$ cat src/rtl/aes_sbox_pipe.sv
// Pipelined multi-lane AES S-box with valid/ready flow control and flush.
// Define AES_SBOX_INV_EN to compile in the per-transaction inverse (InvSubBytes) mode.
module aes_sbox_pipe #(
  parameter int LANES  = 4,
  parameter int STAGES = 2
) (
  input  logic                 g_clk,
  input  logic                 g_rst,
  input  logic                 flush,
  input  logic                 in_valid,
  output logic                 in_ready,
  input  logic                 in_dec,
  input  logic [3:0]           in_tag,
  input  logic [8*LANES-1:0]   in_data,
  output logic                 out_valid,
  input  logic                 out_ready,
  output logic [3:0]           out_tag,
  output logic [8*LANES-1:0]   out_data
);

  localparam int W = 8 * LANES;

  function automatic logic [7:0] rotl(input logic [7:0] x, input int s);
    return (x << s) | (x >> (8 - s));
  endfunction

  function automatic logic [7:0] gf_mul(input logic [7:0] a, input logic [7:0] b);
    logic [7:0] p;
    logic [7:0] aa;
    p  = 8'h00;
    aa = a;
    for (int i = 0; i < 8; i++) begin
      if (b[i]) p = p ^ aa;
      aa = {aa[6:0], 1'b0} ^ (aa[7] ? 8'h1b : 8'h00);
    end
    return p;
  endfunction

  function automatic logic [7:0] gf_sq(input logic [7:0] x);
    return gf_mul(x, x);
  endfunction

  // x^-1 = x^16 * (x^17)^14, where the norm x^17 lives in the GF(2^4) subfield.
  function automatic logic [7:0] gf_inv(input logic [7:0] x);
    logic [7:0] x16, n, n2, n4, n8;
    x16 = gf_sq(gf_sq(gf_sq(gf_sq(x))));
    n   = gf_mul(x16, x);
    n2  = gf_sq(n);
    n4  = gf_sq(n2);
    n8  = gf_sq(n4);
    return gf_mul(x16, gf_mul(gf_mul(n8, n4), n2));
  endfunction

  function automatic logic [7:0] fwd_affine(input logic [7:0] x);
    return x ^ rotl(x, 1) ^ rotl(x, 2) ^ rotl(x, 3) ^ rotl(x, 4) ^ 8'h63;
  endfunction

`ifdef AES_SBOX_INV_EN
  function automatic logic [7:0] inv_affine(input logic [7:0] x);
    return rotl(x, 1) ^ rotl(x, 3) ^ rotl(x, 6) ^ 8'h05;
  endfunction

  // Layer ids: 0 = top (linear), 1 = middle (inversion), 2 = bottom (linear).
  function automatic logic [7:0] layers(input logic [7:0] x, input logic dec,
                                        input int first, input int last);
    logic [7:0] b;
    b = x;
    if (first <= 0 && last >= 0) b = dec ? inv_affine(b) : b;
    if (first <= 1 && last >= 1) b = gf_inv(b);
    if (first <= 2 && last >= 2) b = dec ? b : fwd_affine(b);
    return b;
  endfunction
`else
  function automatic logic [7:0] layers(input logic [7:0] x, input int first, input int last);
    logic [7:0] b;
    b = x;
    if (first <= 1 && last >= 1) b = gf_inv(b);
    if (first <= 2 && last >= 2) b = fwd_affine(b);
    return b;
  endfunction
`endif

  logic [STAGES-1:0] v_all;
  logic [STAGES-1:0] adv;
  logic [W-1:0]      data_all [STAGES];
  logic [3:0]        tag_all  [STAGES];
  logic              full_tail;
`ifdef AES_SBOX_INV_EN
  logic [STAGES-1:0] dec_all;
`else
  logic              unused_dec;
  assign unused_dec = in_dec;
`endif

  // A stage may load unless it and every later stage are occupied with the output stalled.
  always_comb begin
    adv       = '0;
    full_tail = 1'b1;
    for (int k = 0; k < STAGES; k++) begin
      full_tail = 1'b1;
      for (int j = k; j < STAGES; j++) full_tail = full_tail & v_all[j];
      adv[k] = !full_tail || out_ready;
    end
  end

  for (genvar k = 0; k < STAGES; k++) begin : g_stage
    localparam int FIRST = (k == 0) ? 0 : k + 3 - STAGES;
    localparam int LAST  = (k == STAGES - 1) ? 2 : k + 3 - STAGES;

    logic [W-1:0] src_data, nxt_data, data_q;
    logic [3:0]   src_tag, tag_q;
    logic         src_valid, v_q;
`ifdef AES_SBOX_INV_EN
    logic         src_dec, dec_q;
`endif

    if (k == 0) begin : g_head
      assign src_data  = in_data;
      assign src_tag   = in_tag;
      assign src_valid = in_valid;
`ifdef AES_SBOX_INV_EN
      assign src_dec   = in_dec;
`endif
    end else begin : g_body
      assign src_data  = data_all[k-1];
      assign src_tag   = tag_all[k-1];
      assign src_valid = v_all[k-1];
`ifdef AES_SBOX_INV_EN
      assign src_dec   = dec_all[k-1];
`endif
    end

    always_comb begin
      nxt_data = '0;
      for (int i = 0; i < LANES; i++) begin
`ifdef AES_SBOX_INV_EN
        nxt_data[8*i +: 8] = layers(src_data[8*i +: 8], src_dec, FIRST, LAST);
`else
        nxt_data[8*i +: 8] = layers(src_data[8*i +: 8], FIRST, LAST);
`endif
      end
    end

    // Payload only loads on an advance carrying a valid, so stalled outputs never toggle.
    always_ff @(posedge g_clk or posedge g_rst) begin
      if (g_rst) begin
        v_q    <= 1'b0;
        data_q <= '0;
        tag_q  <= '0;
`ifdef AES_SBOX_INV_EN
        dec_q  <= 1'b0;
`endif
      end else begin
        if (flush)       v_q <= 1'b0;
        else if (adv[k]) v_q <= src_valid;
        if (adv[k] && src_valid) begin
          data_q <= nxt_data;
          tag_q  <= src_tag;
`ifdef AES_SBOX_INV_EN
          dec_q  <= src_dec;
`endif
        end
      end
    end

    assign v_all[k]    = v_q;
    assign data_all[k] = data_q;
    assign tag_all[k]  = tag_q;
`ifdef AES_SBOX_INV_EN
    assign dec_all[k]  = dec_q;
`endif
  end

  assign in_ready  = adv[0];
  assign out_valid = v_all[STAGES-1];
  assign out_data  = data_all[STAGES-1];
  assign out_tag   = tag_all[STAGES-1];

endmodule

$ cat config.mk
export PLATFORM = sky130hd
export DESIGN_NAME = aes_sbox_pipe
export DESIGN_NICKNAME = d
export VERILOG_FILES = /design/src/rtl/aes_sbox_pipe.sv
export SDC_FILE = /design/constraint.sdc
export NUM_CORES = 1
export LEC_CHECK = 0
export BUFFER_PORTS_ARGS = -buffer_cell sky130_fd_sc_hd__buf_2
export CAP_MARGIN = 25
export CORE_MARGIN = 4
export CORE_UTILIZATION = 30
export DETAILED_ROUTE_END_ITERATION = 7
export GPL_TIMING_DRIVEN = 0
export PLACE_DENSITY = 0.49
export SLEW_MARGIN = 40
export SYNTH_ARGS = -nofsm -noshare
export SYNTH_HDL_FRONTEND = slang
export SYNTH_SLANG_ARGS = --single-unit
$ cat constraint.sdc
create_clock -name g_clk -period 6.8 [get_ports g_clk]
set_input_delay 1.36 -clock g_clk [delete_from_list [all_inputs] [get_ports g_clk]]
set_output_delay 1.36 -clock g_clk [all_outputs]
set_load 0.05 [all_outputs]
# After elaboration in Yosys (flattened, before gate mapping)
# Index checks and enable logic that the tools add are counted.
# totals
input_bits	42
ram_bits	0
latch_bits	0
elab_cells	1275
ff_bits	74
out_inout_bits	38
n_memories	0
mem_bits_ro	0
# classes
shifts	0
n_mux	636
add_sub_neg	0
n_lt_le_gt_ge	0
multipliers	0
n_eq_ne	0
n_reduce_logical	8
bitwise_logic	625
div	0
# ops
operator	count
2-to-1 mux 8 bit	352
bitwise XOR 8 bit	324
bitwise XOR 8 x 5 -> 8 bit	280
2-to-1 mux 5 bit	280
OR 8 x 1 -> 8 bit	4
OR 8 x 2 -> 8 bit	4
OR 8 x 3 -> 8 bit	4
OR 8 x 4 -> 8 bit	4
inverter 4 bit	4
2-to-1 mux 1 bit	4
nonzero test 2 bit	2
logical AND 1 bit	2
zero test 1 bit	2
logical OR 1 bit	2
bitwise AND 1 bit	1

# Longest topological paths before layout
# depth
word_depth	175
depth_mapped	78
mapped_depth_nobuf	66

# Worst setup path before layout
# No wires, ideal clock.
# synth_path
kind	input port to flip-flop
start	input in_data[8]
end	register g_stage[0].data_q[12]
arrival_ns	17.860
setup_time_ns	0.132
required_time_ns	6.668
setup_slack_ns	-11.192
stages	73
path_buffers	13
path_cell_list	ha_1 > buf_2 > nand2_1 > xor2_1 > inv_1 > clkbuf_1 > ha_1 > nand2_1 > xor2_1 > xnor2_2 > clkinv_1 > ha_1 > nand2_1 > xor2_1 > xnor2_1 > buf_2 > inv_2 > clkbuf_1 > [37 not listed] > xor3_1 > xnor2_2 > mux2_1 > o32ai_1 > xnor2_1 > xnor2_1 > xnor3_1 > xor2_1 > xnor3_1 > nand2b_1 > xnor3_1 > xnor3_1 > xnor3_1 > nand2b_1 > xnor3_1 > xnor2_1 > xnor2_1 > o21ai_1
# synth_between
elab_chain_cells	169
word_cells_on_any_way	298
classes_between	mux (151); bitwise (147)
# synth_lines
element	line	source
start, declared	14	input logic [8*LANES-1:0] in_data,
2-to-1 mux 8 bit	33	if (b[i]) p = p ^ aa;
bitwise XOR 8 bit	33	
2-to-1 mux 8 bit	33	
bitwise XOR 8 bit	33	
2-to-1 mux 8 bit	33	
bitwise XOR 8 bit	33	
2-to-1 mux 8 bit	33	
bitwise XOR 8 bit	33	
[153 not listed]	--	
bitwise XOR 8 bit	33	
2-to-1 mux 8 bit	33	
bitwise XOR 8 bit	33	
2-to-1 mux 8 bit	33	
bitwise XOR 8 bit	33	
2-to-1 mux 8 bit	33	
bitwise XOR 8 bit	33	
2-to-1 mux 8 bit (*)	33	
end signal, assigned	157	data_q <= nxt_data;
end, declared	110	logic [W-1:0] src_data, nxt_data, data_q;
# Every way passes the cells marked *; elsewhere a longest branch is shown, timed or not.
# A chain may end at the register's enable or synchronous reset.

# Worst setup path after layout
# layout_path
start	input in_data[24]
end	register g_stage[0].data_q[25]
# Same word-level chain as after synthesis.

==> reports/summary.log <==
INFO  setup_path     cpLargestDelayFamily=XOR/XNOR gates
INFO  global_routing grt_max_degree=57
INFO  floorplan      die_height=402um
INFO  global_routing antenna_found_initial=3
INFO  timing         grt_setup_unrepaired=yes
INFO  routing        post_drt_via_cell_ratio=5.18
INFO  cells_and_area stdcell_area=71100um^2
INFO  timing         slew-limit-headroom=40.7%
INFO  worst_hold_path holdCritPathClass=flop to flop
INFO  global_routing grt_first_pass_wirelength=252000um
INFO  cells_and_area antenna_cells=0
INFO  setup_path     timing.critical_path.mode_cell=buf_6
INFO  yosys          synth_cells=6058
INFO  run            maxCapViolations=0
INFO  setup_path     worstPathRequired=7.06ns
INFO  cts            cts-buffers-inserted=9
INFO  cts            clkLatencyLatePin=0.35ns
INFO  cts            holdBufCountCts=0
INFO  yosys          synth_async_sr_flop_share=100%
INFO  yosys          synth_edf_count=0
INFO  timing         slew_violations=0
INFO  timing         postLayoutSetupSlackWorst=-9.43ns
INFO  timing         finalHoldViolCount=0
INFO  cts            cts.clk_slew.worst_paths=0.07ns
INFO  setup_path     worst-path-buf-inv=16
INFO  routing        routed_wire_length=166000um
INFO  routing        drtPass1Iterations=5
INFO  outcome        violations=setup timing
INFO  timing         maxClockFrequency=61.6MHz
INFO  cts            clock_sinks=74
INFO  global_routing number_of_global_route_vias_before_repair=44087
INFO  floorplan      die-area=162000um^2
INFO  setup_path     worst_setup_path_start_kind=input port
INFO  timing         setup_viol=32
INFO  timing         timing.final.crit_share=239%
INFO  cells_and_area final_core_utilization=46.1%
INFO  floorplan      fp.coreArea=154000um^2
INFO  setup_path     critical_path_arrival=16.49ns
INFO  routing        drtAntennaViolNets=0
INFO  floorplan      rows=144
INFO  yosys          synth_warnings=0
INFO  timing         finalCriticalPeriod=16.23ns
INFO  setup_path     critical_path.max_fanout=6
INFO  cts            cts_root_buffer=clkbuf_16
INFO  floorplan      horizontal_extent_of_the_die=402um
INFO  yosys          postSynthAreaPerCell=7.68um^2
INFO  routing        first_iter_violations=3388
INFO  yosys          netlist_area=46500um^2
INFO  setup_path     critical-path-max-stage-delay=0.57ns
INFO  yosys          seq_area_frac_synth=3.98%
INFO  placed_design  dpl_cell_area=52500um^2
INFO  yosys          synth_ff_type=dfrtp_1
INFO  placed_design  buffer_ports.inserted=66
INFO  placed_design  hpwlAfterDp=115000um
INFO  cells_and_area post_route_cells_drive_above_1_share=41.8%
INFO  cts            tritoncts_clock_tree=built
INFO  setup_path     crit_path_top_delay_cell=xnor3_2
INFO  yosys          yosysUniqueCellTypes=133
INFO  cts            clockBufferDepth=2
INFO  routing        routed_wire_length_per_instance=18.1um
INFO  setup_path     critPathCaptureType=flop
INFO  cells_and_area area_growth_syn_to_layout=52.8%
INFO  setup_path     kind_of_critical_path=input port to flop
INFO  outcome        run_status=finished, violations left
INFO  cells_and_area layout.filler_cells=14779
INFO  routing        num_vias=47687
INFO  cells_and_area final_nets=7220
INFO  placed_design  finalWeightedCongestion=0.900
INFO  yosys          synthesis.nets=6128
INFO  placed_design  pre_cts_slack=-12.32ns
INFO  routing        number_of_drc_violations_after_detailed_routing=0
INFO  floorplan      floorplan.io_pins=80
INFO  global_routing grt_usage=18.7%
INFO  timing         finalClockSkew=0.0140ns
INFO  cts            h-tree-depth=3
INFO  global_routing grt-ovfl-total=0
INFO  floorplan      floorplan.initialDensity=30.2%
INFO  timing         worstMarginPinSlew=0.883ns
INFO  yosys          synth_seq_cells=74
[per-stage QoR]
stage	instances	TNS, ns	hold slack (ns)
detailed placement	8169	-378.73	0.466
floorplan	6058	-268.61	0.475
global placement	8168	-379.19	0.461
CTS	8755	-275.47	0.482
global route	9199	-288.75	0.505
finish	9199	-270.84	0.475
[layout by cell type (no fill, tap or decap), types with 166 or more instances in the layout]
cell type,instances
xnor2_4,205
xnor2_2,338
xor2_1,214
buf_6,186
a21oi_1,211
xnor2_1,731
nand2_1,684
buf_4,919
nor2_1,639
o21ai_0,166
[timing repair]
item,CTS,global route
resized for setup,922,911
setup endpoints to repair,32,32
buffers inserted,579,446
pin swaps,492,549
gates cloned,4,5
[path summary, 6_finish.rpt]
| kind | startpoint | end | slack [ns] | cells past startpoint |
|---|---|---|---|---|
| setup / recovery | in_data[24] | g_stage[0].data_q[25]$_DFFE_PP0P_ | -9.43 | 70 |
| hold / removal | out_data[27]$_DFFE_PP0P_ | out_data[27]$_DFFE_PP0P_ | 0.47 | 2 |
| setup reg to reg | out_valid$_DFFE_PP0P_ | g_stage[0].data_q[12]$_DFFE_PP0P_ | 4.62 | 7 |
| hold reg to reg | out_data[27]$_DFFE_PP0P_ | out_data[27]$_DFFE_PP0P_ | 0.47 | 2 |
| max in group asynchronous | g_rst | out_data[23]$_DFFE_PP0P_ | 5.28 | 3 |
| min in group asynchronous | g_rst | out_data[17]$_DFFE_PP0P_ | 0.94 | 2 |
[cell families (layout without fill, tap and decap cells)]
logic type | Yosys count | in the layout | synth area share, %
and+or+nand+nor | 2127 | 2127 | 20.4
xor gates and xnor gates | 1934 | 1935 | 47.8
AOI/OAI and AO/OA | 1142 | 1142 | 16.7
buffers and inverters | 515 | 1611 | 5.08
muxes | 238 | 238 | 5.30
DFF | 74 | 74 | 3.98
adders and majority gates | 28 | 28 | 0.753
[Yosys cell counts (27+ instances only)]
master | instances | area share, %
a211oi_1 | 45 | 0.73
a21oi_1 | 258 | 2.8
a22oi_1 | 43 | 0.69
a31oi_1 | 37 | 0.50
and2_1 | 56 | 0.75
and3_1 | 35 | 0.47
buf_2 | 126 | 1.4
buf_4 | 56 | 0.90
clkbuf_1 | 178 | 1.4
dfrtp_1 | 74 | 4.0
ha_1 | 28 | 0.75
inv_1 | 81 | 0.65
inv_2 | 34 | 0.27
mux2_2 | 53 | 1.3
mux2i_1 | 177 | 3.8
nand2_1 | 724 | 5.8
nand2b_1 | 64 | 0.86
nand3_1 | 131 | 1.4
nor2_1 | 741 | 6.0
nor2b_1 | 60 | 0.81
nor3_1 | 138 | 1.5
o211ai_1 | 50 | 0.81
o21ai_0 | 198 | 2.1
o21ai_1 | 86 | 0.92
o22ai_1 | 83 | 1.1
o31ai_1 | 27 | 0.44
or3_1 | 43 | 0.58
xnor2_1 | 1177 | 22
xnor2_2 | 74 | 2.6
xnor3_1 | 213 | 10
xor2_1 | 340 | 6.4
xor2_2 | 38 | 1.3
xor3_1 | 31 | 1.6
[cell type report]
class,instances,area [um^2],share of cell area [%]
flip-flops and latches,74,1850,2.60
clock buffers,9,225,0.317
plain buffers,375,3140,4.41
multi-input cells,5470,53600,75.3
clock inverters,7,83.8,0.118
repair buffers,1093,9140,12.8
well taps,2044,2560,3.60
inverters,127,567,0.797
[sequential cells by signal, summed over array words and instances, names as in the netlist]
signal / flops
out_data: 32
g_stage.tag_q: 4
g_stage.v_q: 1
g_stage.data_q: 32
out_tag: 4
out_valid: 1
[metal layers]
layer  up-vias  GRT usage [%]  routed length [um]
met1     23311           27.2               77200
met5         -              0                   0
met4         0           2.40                2330
met2      1296           31.5               79600
met3       181           1.02                7140
li1      22899              -                   -
[worst register-to-register path, stage by stage (launching register included)]
cell and delay, ns:
dfrtp_1 0.33, nor2b_1 0.23, nand2_1 0.11, nand2_1 0.18, buf_1 0.59, clkbuf_1 0.47
nand2_1 0.11, o21ai_1 0.09
Power is not shown: default switching activity piles up to over one toggle a cycle in this logic, so the estimate is an artifact.
